<file path="config.mk">
export PLATFORM = sky130hd
export DESIGN_NAME = he_lb_tx_arb
export DESIGN_NICKNAME = d
export VERILOG_FILES = /design/src/rtl/he_lb_tx_arb_pkg.sv /design/src/rtl/he_lb_axis_reg.sv /design/src/rtl/he_lb_tx_arb.sv
export SDC_FILE = /design/constraint.sdc
export NUM_CORES = 1
export LEC_CHECK = 0
export ABC_AREA = 1
export ABC_CLOCK_PERIOD_IN_PS = 2000
export BUFFER_PORTS_ARGS = -buffer_cell sky130_fd_sc_hd__buf_2
export CAP_MARGIN = 40
export CORE_AREA = 4 4 709 711
export DETAILED_ROUTE_END_ITERATION = 10
export DIE_AREA = 0 0 713 715
export REMOVE_ABC_BUFFERS = 1
export SLEW_MARGIN = 10
export SYNTH_ARGS = -nofsm -noshare
export SYNTH_HDL_FRONTEND = slang
export SYNTH_SLANG_ARGS = --single-unit
</file>
<file path="constraint.sdc">
create_clock -name clk -period 2 [get_ports clk]
set_input_delay 0.4 -clock clk [delete_from_list [all_inputs] [get_ports clk]]
set_output_delay 0.4 -clock clk [all_outputs]
set_load 0.01 [all_outputs]
</file>
<file path="src/rtl/he_lb_tx_arb_pkg.sv">
// Shared types and the round-robin pick function for the he_lb TX arbiter.
// Requester vectors are padded to MAX_REQ so one function serves every build.
package he_lb_tx_arb_pkg;

  localparam int MAX_REQ = 8;

  typedef enum logic {
    IDLE   = 1'b0,
    LOCKED = 1'b1
  } arb_state_e;

  typedef struct packed {
    logic       found;
    logic [2:0] idx;
  } rr_pick_t;

  // First valid requester at or after ptr, wrapping at n; indices >= n never win.
  function automatic rr_pick_t rr_pick(input logic [MAX_REQ-1:0] valid,
                                       input logic [2:0] ptr, input int n);
    rr_pick_t r;
    int       j;
    r = '0;
    for (int k = 0; k < MAX_REQ; k++) begin
      j = int'(ptr) + k;
      if (j >= n) j = j - n;
      if (k < n && !r.found && valid[j[2:0]]) begin
        r.found = 1'b1;
        r.idx   = j[2:0];
      end
    end
    return r;
  endfunction

endpackage

</file>
<file path="src/rtl/he_lb_axis_reg.sv">
// One-entry AXI-Stream register stage; output is fully registered, so the
// only path from out_ready_i is to in_ready_o.
module he_lb_axis_reg #(
  parameter int W = 8
) (
  input  logic         clk,
  input  logic         rst_n,
  input  logic         in_valid_i,
  output logic         in_ready_o,
  input  logic [W-1:0] in_data_i,
  output logic         out_valid_o,
  input  logic         out_ready_i,
  output logic [W-1:0] out_data_o
);

  logic         valid_q;
  logic [W-1:0] data_q;

  assign in_ready_o  = !valid_q || out_ready_i;
  assign out_valid_o = valid_q;
  assign out_data_o  = data_q;

  always_ff @(posedge clk or negedge rst_n) begin
    if (!rst_n) begin
      valid_q <= 1'b0;
      data_q  <= '0;
    end else if (in_valid_i && in_ready_o) begin
      valid_q <= 1'b1;
      data_q  <= in_data_i;
    end else if (out_ready_i) begin
      valid_q <= 1'b0;
    end
  end

endmodule

</file>
<file path="src/rtl/he_lb_tx_arb.sv">
// Packet-atomic round-robin arbiter onto one registered AXI-S TX channel.
// IDLE: pick winner from rr_ptr | LOCKED: forward lock_id beats until tlast.
module he_lb_tx_arb
  import he_lb_tx_arb_pkg::*;
#(
  parameter int NUM_REQ = 2,
  parameter int DATA_W  = 512,
  parameter int USER_W  = 10,
  parameter int CNT_W   = 32,
  localparam int IDX_W  = $clog2(NUM_REQ),
  localparam int KEEP_W = DATA_W / 8
) (
  input  logic                      clk,
  input  logic                      rst_n,
  input  logic [NUM_REQ-1:0]        req_tvalid,
  output logic [NUM_REQ-1:0]        req_tready,
  input  logic [NUM_REQ*DATA_W-1:0] req_tdata,
  input  logic [NUM_REQ*KEEP_W-1:0] req_tkeep,
  input  logic [NUM_REQ*USER_W-1:0] req_tuser,
  input  logic [NUM_REQ-1:0]        req_tlast,
  output logic                      tx_tvalid,
  input  logic                      tx_tready,
  output logic [DATA_W-1:0]         tx_tdata,
  output logic [KEEP_W-1:0]         tx_tkeep,
  output logic [USER_W-1:0]         tx_tuser,
  output logic                      tx_tlast,
  output logic [IDX_W-1:0]          grant_id,
  output logic [NUM_REQ*CNT_W-1:0]  pkt_cnt
);

  localparam int PAY_W = 1 + USER_W + KEEP_W + DATA_W;

  arb_state_e           state_q, state_d;
  logic [IDX_W-1:0]     lock_id_q, lock_id_d;
  logic [IDX_W-1:0]     rr_ptr_q, rr_ptr_d;
  logic [CNT_W-1:0]     cnt_q [NUM_REQ];

  logic [MAX_REQ-1:0]   vld_pad;
  rr_pick_t             pick;
  logic                 out_free;
  logic                 sel_valid;
  logic                 sel_last;
  logic                 pkt_done;
  logic [PAY_W-1:0]     sel_pay;
  logic [PAY_W-1:0]     out_pay;

  always_comb begin
    vld_pad                = '0;
    vld_pad[NUM_REQ-1:0]   = req_tvalid;
    pick                   = rr_pick(vld_pad, 3'(rr_ptr_q), NUM_REQ);
  end

  assign sel_valid = (state_q == LOCKED) && req_tvalid[lock_id_q];
  assign sel_last  = req_tlast[lock_id_q];
  assign sel_pay   = {sel_last,
                      req_tuser[lock_id_q*USER_W +: USER_W],
                      req_tkeep[lock_id_q*KEEP_W +: KEEP_W],
                      req_tdata[lock_id_q*DATA_W +: DATA_W]};
  assign pkt_done  = sel_valid && out_free && sel_last;

  // Only the lock owner sees ready, so a packet can never be interleaved.
  always_comb begin
    req_tready = '0;
    if (state_q == LOCKED) req_tready[lock_id_q] = out_free;
  end

  always_comb begin
    state_d   = state_q;
    lock_id_d = lock_id_q;
    rr_ptr_d  = rr_ptr_q;
    case (state_q)
      IDLE: begin
        if (pick.found) begin
          state_d   = LOCKED;
          lock_id_d = IDX_W'(pick.idx);
        end
      end
      LOCKED: begin
        if (pkt_done) begin
          state_d  = IDLE;
          rr_ptr_d = (lock_id_q == IDX_W'(NUM_REQ - 1)) ? '0 : lock_id_q + 1'b1;
        end
      end
      default: state_d = IDLE;
    endcase
  end

  always_ff @(posedge clk or negedge rst_n) begin
    if (!rst_n) begin
      state_q   <= IDLE;
      lock_id_q <= '0;
      rr_ptr_q  <= '0;
    end else begin
      state_q   <= state_d;
      lock_id_q <= lock_id_d;
      rr_ptr_q  <= rr_ptr_d;
    end
  end

  always_ff @(posedge clk or negedge rst_n) begin
    if (!rst_n) begin
      for (int i = 0; i < NUM_REQ; i++) cnt_q[i] <= '0;
    end else begin
      for (int i = 0; i < NUM_REQ; i++) begin
        if (pkt_done && lock_id_q == IDX_W'(i)) cnt_q[i] <= cnt_q[i] + 1'b1;
      end
    end
  end

  for (genvar g = 0; g < NUM_REQ; g++) begin : g_cnt
    assign pkt_cnt[g*CNT_W +: CNT_W] = cnt_q[g];
  end

  assign grant_id = lock_id_q;

  he_lb_axis_reg #(.W(PAY_W)) u_out_reg (
    .clk        (clk),
    .rst_n      (rst_n),
    .in_valid_i (sel_valid),
    .in_ready_o (out_free),
    .in_data_i  (sel_pay),
    .out_valid_o(tx_tvalid),
    .out_ready_i(tx_tready),
    .out_data_o (out_pay)
  );

  assign {tx_tlast, tx_tuser, tx_tkeep, tx_tdata} = out_pay;

endmodule

</file>
**After elaboration in Yosys (flattened, before gate mapping)**

Cells that the tools add are included.

- Add/sub/neg operators: 6
- Multiply operators: 1
- $lt $le $gt $ge: 6
- Shifts and indexed selects: 3
- Muxes and demuxes: 21
- Bitwise operators: 3
- Reductions and logical operators: 13

Operators with widths:

| kind | count |
|---|---|
| 1024-bit by 11-bit indexed part select with 512-bit output | 1 |
| 128-bit by 8-bit indexed part select with 64-bit output | 1 |
| 32-bit by 1-bit adder with 32-bit output (second input constant) | 2 |
| 20-bit by 6-bit indexed part select with 10-bit output | 1 |
| 1-bit 2-to-1 mux | 12 |
| 3-bit by 4-bit less-than comparator with 1-bit output (second input constant) | 2 |
| 4-bit 2-to-1 mux | 2 |
| 1-bit logical AND | 7 |
| 1-bit binary-select mux with 3-bit select | 2 |
| 3-bit 2-to-1 mux | 2 |
| 1-bit by 3-bit multiplier with 4-bit output (second input constant) | 1 |
| 2-bit AND reduction | 2 |
| 1-bit by 2-bit subtractor with 3-bit output (second input constant) | 1 |
| 2-bit by 2-bit subtractor with 3-bit output (second input constant) | 1 |
| 1-bit by 1-bit adder with 2-bit output (second input constant) | 1 |
| 2-bit AND | 1 |
| 1-bit by 2-bit greater-or-equal comparator with 1-bit output (second input constant) | 1 |
| 2-bit greater-or-equal comparator (second input constant) | 1 |
| 1-bit zero test | 2 |
| 1-bit by 2-bit less-than comparator with 1-bit output (second input constant) | 1 |
| 2-bit 2-to-1 mux | 1 |
| 1-bit NOT | 2 |
| 1-bit case mux with 2 select lines | 1 |
| 2-bit nonzero test | 1 |
| other kinds (4) | 4 |

- Register bits: 655
- Output and inout port bits: 655
- Word-level logic and storage cells: 60

**Logic depth before layout (Yosys ltp)**

- Depth in word-level cells: 10
- Mapped depth: 10
- Gate-level depth less buffers: 10

**By module**

Synthesis repeated with hierarchy kept, for this count alone.

- Cell total of the unflattened synthesis: 5016
- Area, all modules: 34280.4 µm²

Modules (own cells, without submodules):

| module | instances | cells each | area each (µm²) | sequential area each (µm²) |
|---|---|---|---|---|
| he_lb_axis_reg | 1 | 2548 | 23124.7 | 14714.1 |
| he_lb_tx_arb | 1 | 2468 | 11155.7 | 1676.6 |

**Least setup slack after synthesis**

No wires, ideal clock.

- Path kind: register to output
- From: register lock_id_q, in the netlist grant_id
- To: output port req_tready[1]
- Arrival: 1.200 ns
- Data required time: 1.600 ns
- Path slack: 0.400 ns
- Cell stages (with the launch flop): 6
- Path buffers: 3
- Cells stage by stage: dfrtp_1 > buf_4 > inv_2 > buf_2 > buf_1 > nor2_1

- Cells in the longest elaborated chain, start to end: 6
- Elaborated cells on any way between the ends: 7

RTL lines:

| item | line | text |
|---|---|---|
| from (decl) | he_lb_tx_arb.sv:34 | `logic [IDX_W-1:0] lock_id_q, lock_id_d;` |
| from (signal assigned) | he_lb_tx_arb.sv:95 | `lock_id_q <= lock_id_d;` |
| 1-bit by 2-bit less-than comparator with 1-bit output (not written as such) / 1-bit greater-or-equal comparator (equally long branches) | he_lb_tx_arb.sv:64 | `if (state_q == LOCKED) req_tready[lock_id_q] = out_free;` |
| 1-bit logical AND (not written as such) | he_lb_tx_arb.sv:64 |  |
| 1-bit 2-to-1 mux (not written as such) | he_lb_tx_arb.sv:64 |  |
| 1-bit demux with 1-bit select (*) | he_lb_tx_arb.sv:64 |  |
| 2-bit AND (no source line) (*) | - |  |
| 2-bit 2-to-1 mux (*) | he_lb_tx_arb.sv:64 |  |
| to (decl) | he_lb_tx_arb.sv:16 | `output logic [NUM_REQ-1:0] req_tready,` |

Every way passes the cells marked *; elsewhere a longest branch is shown, timed or not.

**Worst setup path after layout**

- From: register lock_id_q, in the netlist grant_id
- To: output port req_tready[0]

Same word-level chain as after synthesis.

==> results.yml <==
run_status:
  status: "finished with violations"
  violations: "setup timing"
pwr:
  cellLeakagePower_nw: 31.4
  power_density_nw_per_um2: 1630
  vdd_drop_max_mv: 1.11
  p_total_mw: 115
  p_clk_frac: 0.150
  combPwrFrac: 0.633
  power.switching_mw: 60.7
  p_sw_frac: 0.528
  intPower_mw: 54.2
  pwr-share-seq: 0.217
yosys:
  synth.distinct_cells: 25
  async_flop_share: 1.00
  synth_edf_count: 0
  synth_seq_cells: 655
  ys_warn_count: 0
  synthesis.area_um2: 31600
  yosysSeqAreaShare: 0.518
  ys.flop_type: "dfrtp_1"
  synthCells: 3733
  synth.avg_cell_area_um2: 8.47
min_path:
  hold_path_class: "input pin to flip-flop"
drt:
  post_drt_wl_per_cell_um: 29.0
  vias: 44800
  drc: 0
  drt_wl_total_um: 396000
  viasPerCell: 3.28
  drtPass1Iterations: 5
  detail-route-antenna-nets: 0
  drt_iter0_drc: 3946
timing:
  layout_min_cycle_time_ps: 2320
  rsz0062_at_grt: "true"
  setup_slack_ps: -320
  slew_headroom: 0.376
  drv_slew: 0
  worst_pin_slew_ps: 936
  hold_viol_final: 0
  period_share: 1.16
  setup_viol: 473
  timing.fmax_mhz: 431
  hold_ws_ps: 97.1
  skew_ps: 43.7
layout:
  fin_nets: 8039
  syn_to_final_growth_pct: 123
  fillers: 55600
  mostFrequentLayoutCells: "1609 x buf_2, 1256 x nor2_1, 1170 x dlygate4sd3_1"
  drive_above_1_share: 0.396
  mostFrequentLayoutCell: "buf_2"
setup_path:
  start_kind: "flip-flop"
  worstSetupPathType: "flip-flop to primary output"
  worst-endpoint-arrival_ps: 1920
  critical_path.endpoint_type: "primary output"
  crit_fanout: 4
  cp_data_required_time_ps: 1600
grt:
  track_usage: 0.143
  grt-ovfl-total: 0
  grt_pass1_vias: 44000
  grt_pass1_wl_um: 471000
  grt_max_degree: 103
  antenna_found_initial: 91
placed_design:
  dp_hpwl_um: 323000
  gp_congestion: 0.966
  port_buffers: 1833
cts:
  worstSkewPairLatency_ps: 820
  cts.sinks: 655
  cts-buffers-inserted: 90
  clockRootBuffer: "clkbuf_16"
  cts_buffer_depth: 4
  path_clk_slew_ps: 60
  h-tree-depth: 3
  cts_tree: "done"
die:
  io_pins: 1834
  die_area_um2: 510000
  row_count: 259
  die_h_um: 715
  die_w_um: 713
  start_util: 0.0637
  fp.coreArea_um2: 496000
job:
  maxCapViolations: 0
cell type report:
class | instances | area (µm²) | area share
repair buffers | 3303 | 26800 | 0.379
flip-flops and latches | 655 | 16400 | 0.233
multi-input cells | 2755 | 15600 | 0.222
well taps | 6655 | 8330 | 0.118
clock buffers | 130 | 2620 | 0.0372
clock inverters | 32 | 405 | 0.00575
inverters | 53 | 206 | 0.00293
diodes | 62 | 155 | 0.00220
Yosys cell counts, types with 5 or more instances:
cell / n / area share
nor3_1: 11 / 0.0017
nand4_1: 18 / 0.0036
xnor2_1: 11 / 0.0030
o31ai_1: 404 / 0.096
nand3b_1: 11 / 0.0026
buf_1: 41 / 0.0049
clkbuf_1: 108 / 0.013
o31ai_2: 182 / 0.072
inv_1: 51 / 0.0061
dfrtp_1: 655 / 0.52
buf_6: 5 / 0.0018
nor2_1: 1268 / 0.15
buf_4: 9 / 0.0021
nand2_1: 783 / 0.093
nand3_1: 36 / 0.0057
xor2_1: 22 / 0.0061
buf_2: 107 / 0.017
worst max-delay path, stage by stage (launching register included):
cell     delay (ps)
dfrtp_4         520
buf_12          150
buf_16          130
nor2_4          150
buf_6           130
power groups by stage:
stage | Sequential [mW] | Combinational [mW] | Clock [mW]
after floorplan | 18.3 | 5.42 | 0
after global placement | 24.2 | 60.0 | 0
after detailed placement | 24.3 | 60.1 | 0
after CTS | 24.6 | 65.8 | 17.7
after global routing | 25.5 | 78.3 | 18.1
final | 24.9 | 72.7 | 17.2
kinds of logic after synthesis:
| logic type | Yosys count | share of synthesized area |
|---|---|---|
| DFF | 655 | 0.518 |
| and+or+nand+nor | 2129 | 0.258 |
| AOI/OAI and AO/OA | 591 | 0.169 |
| adders and majority gates | 2 | 0.000791 |
| buffers and inverters | 323 | 0.0448 |
| xor gates and xnor gates | 33 | 0.00914 |
through the flow:
stage | cells | instance area [µm²] | setup slack [ps] | utilization | setup TNS (ps)
floorplan | 3463 | 30400 | -43050 | - | -
global placement | 12100 | 50400 | -902 | 0.101 | -80620
detailed placement | 12100 | 50400 | -525 | 0.101 | -92970
CTS | 13500 | 66800 | -434 | 0.135 | -22310
global route | 13600 | 70500 | -401 | 0.142 | -88860
finish | 13600 | 70500 | -320 | 0.142 | -43590
routing by layer:
layer / global-route usage / part of all wire / wire length, µm / vias to the layer above
li1: - / - / - / 18700
met1: 0.154 / 0.36 / 141000 / 21800
met2: 0.208 / 0.42 / 165000 / 3258
met3: 0.107 / 0.18 / 70200 / 984
met4: 0.0584 / 0.050 / 19600 / 18
met5: 0.00271 / 0.00026 / 102 / -
path summary, 6_finish.rpt:
kind	from	end	slack, ps	cells past startpoint
max	grant_id	req_tready[0]	-320	4
min	req_tkeep[16]	u_out_reg.out_data_o[528]	100	3
max reg2reg	grant_id	u_out_reg.out_data_o[504]	-210	9
min reg2reg	rr_ptr_q	rr_ptr_q	470	2
max in group asynchronous	rst_n	u_out_reg.out_data_o[175]	760	3
min in group asynchronous	rst_n	u_out_reg.out_data_o[577]	170	2
flip-flops by register name, summed over array words and instances (netlist names):
register               count
state_q                    1
rr_ptr_q                   1
grant_id                   1
pkt_cnt                   64
u_out_reg.out_data_o     587
u_out_reg.out_valid_o      1
repair_timing:
action / 4_1_cts / 5_1_grt
endpoints found under the setup margin: 295 / 530
hold buffers: 1170 / 0
resized for setup: 397 / 393
pin swaps: 5 / 1
endpoints found under the hold margin: 618 / 0
gates cloned: 7 / 63
setup buffers: 29 / 19
(Power assumes the default switching activity.)
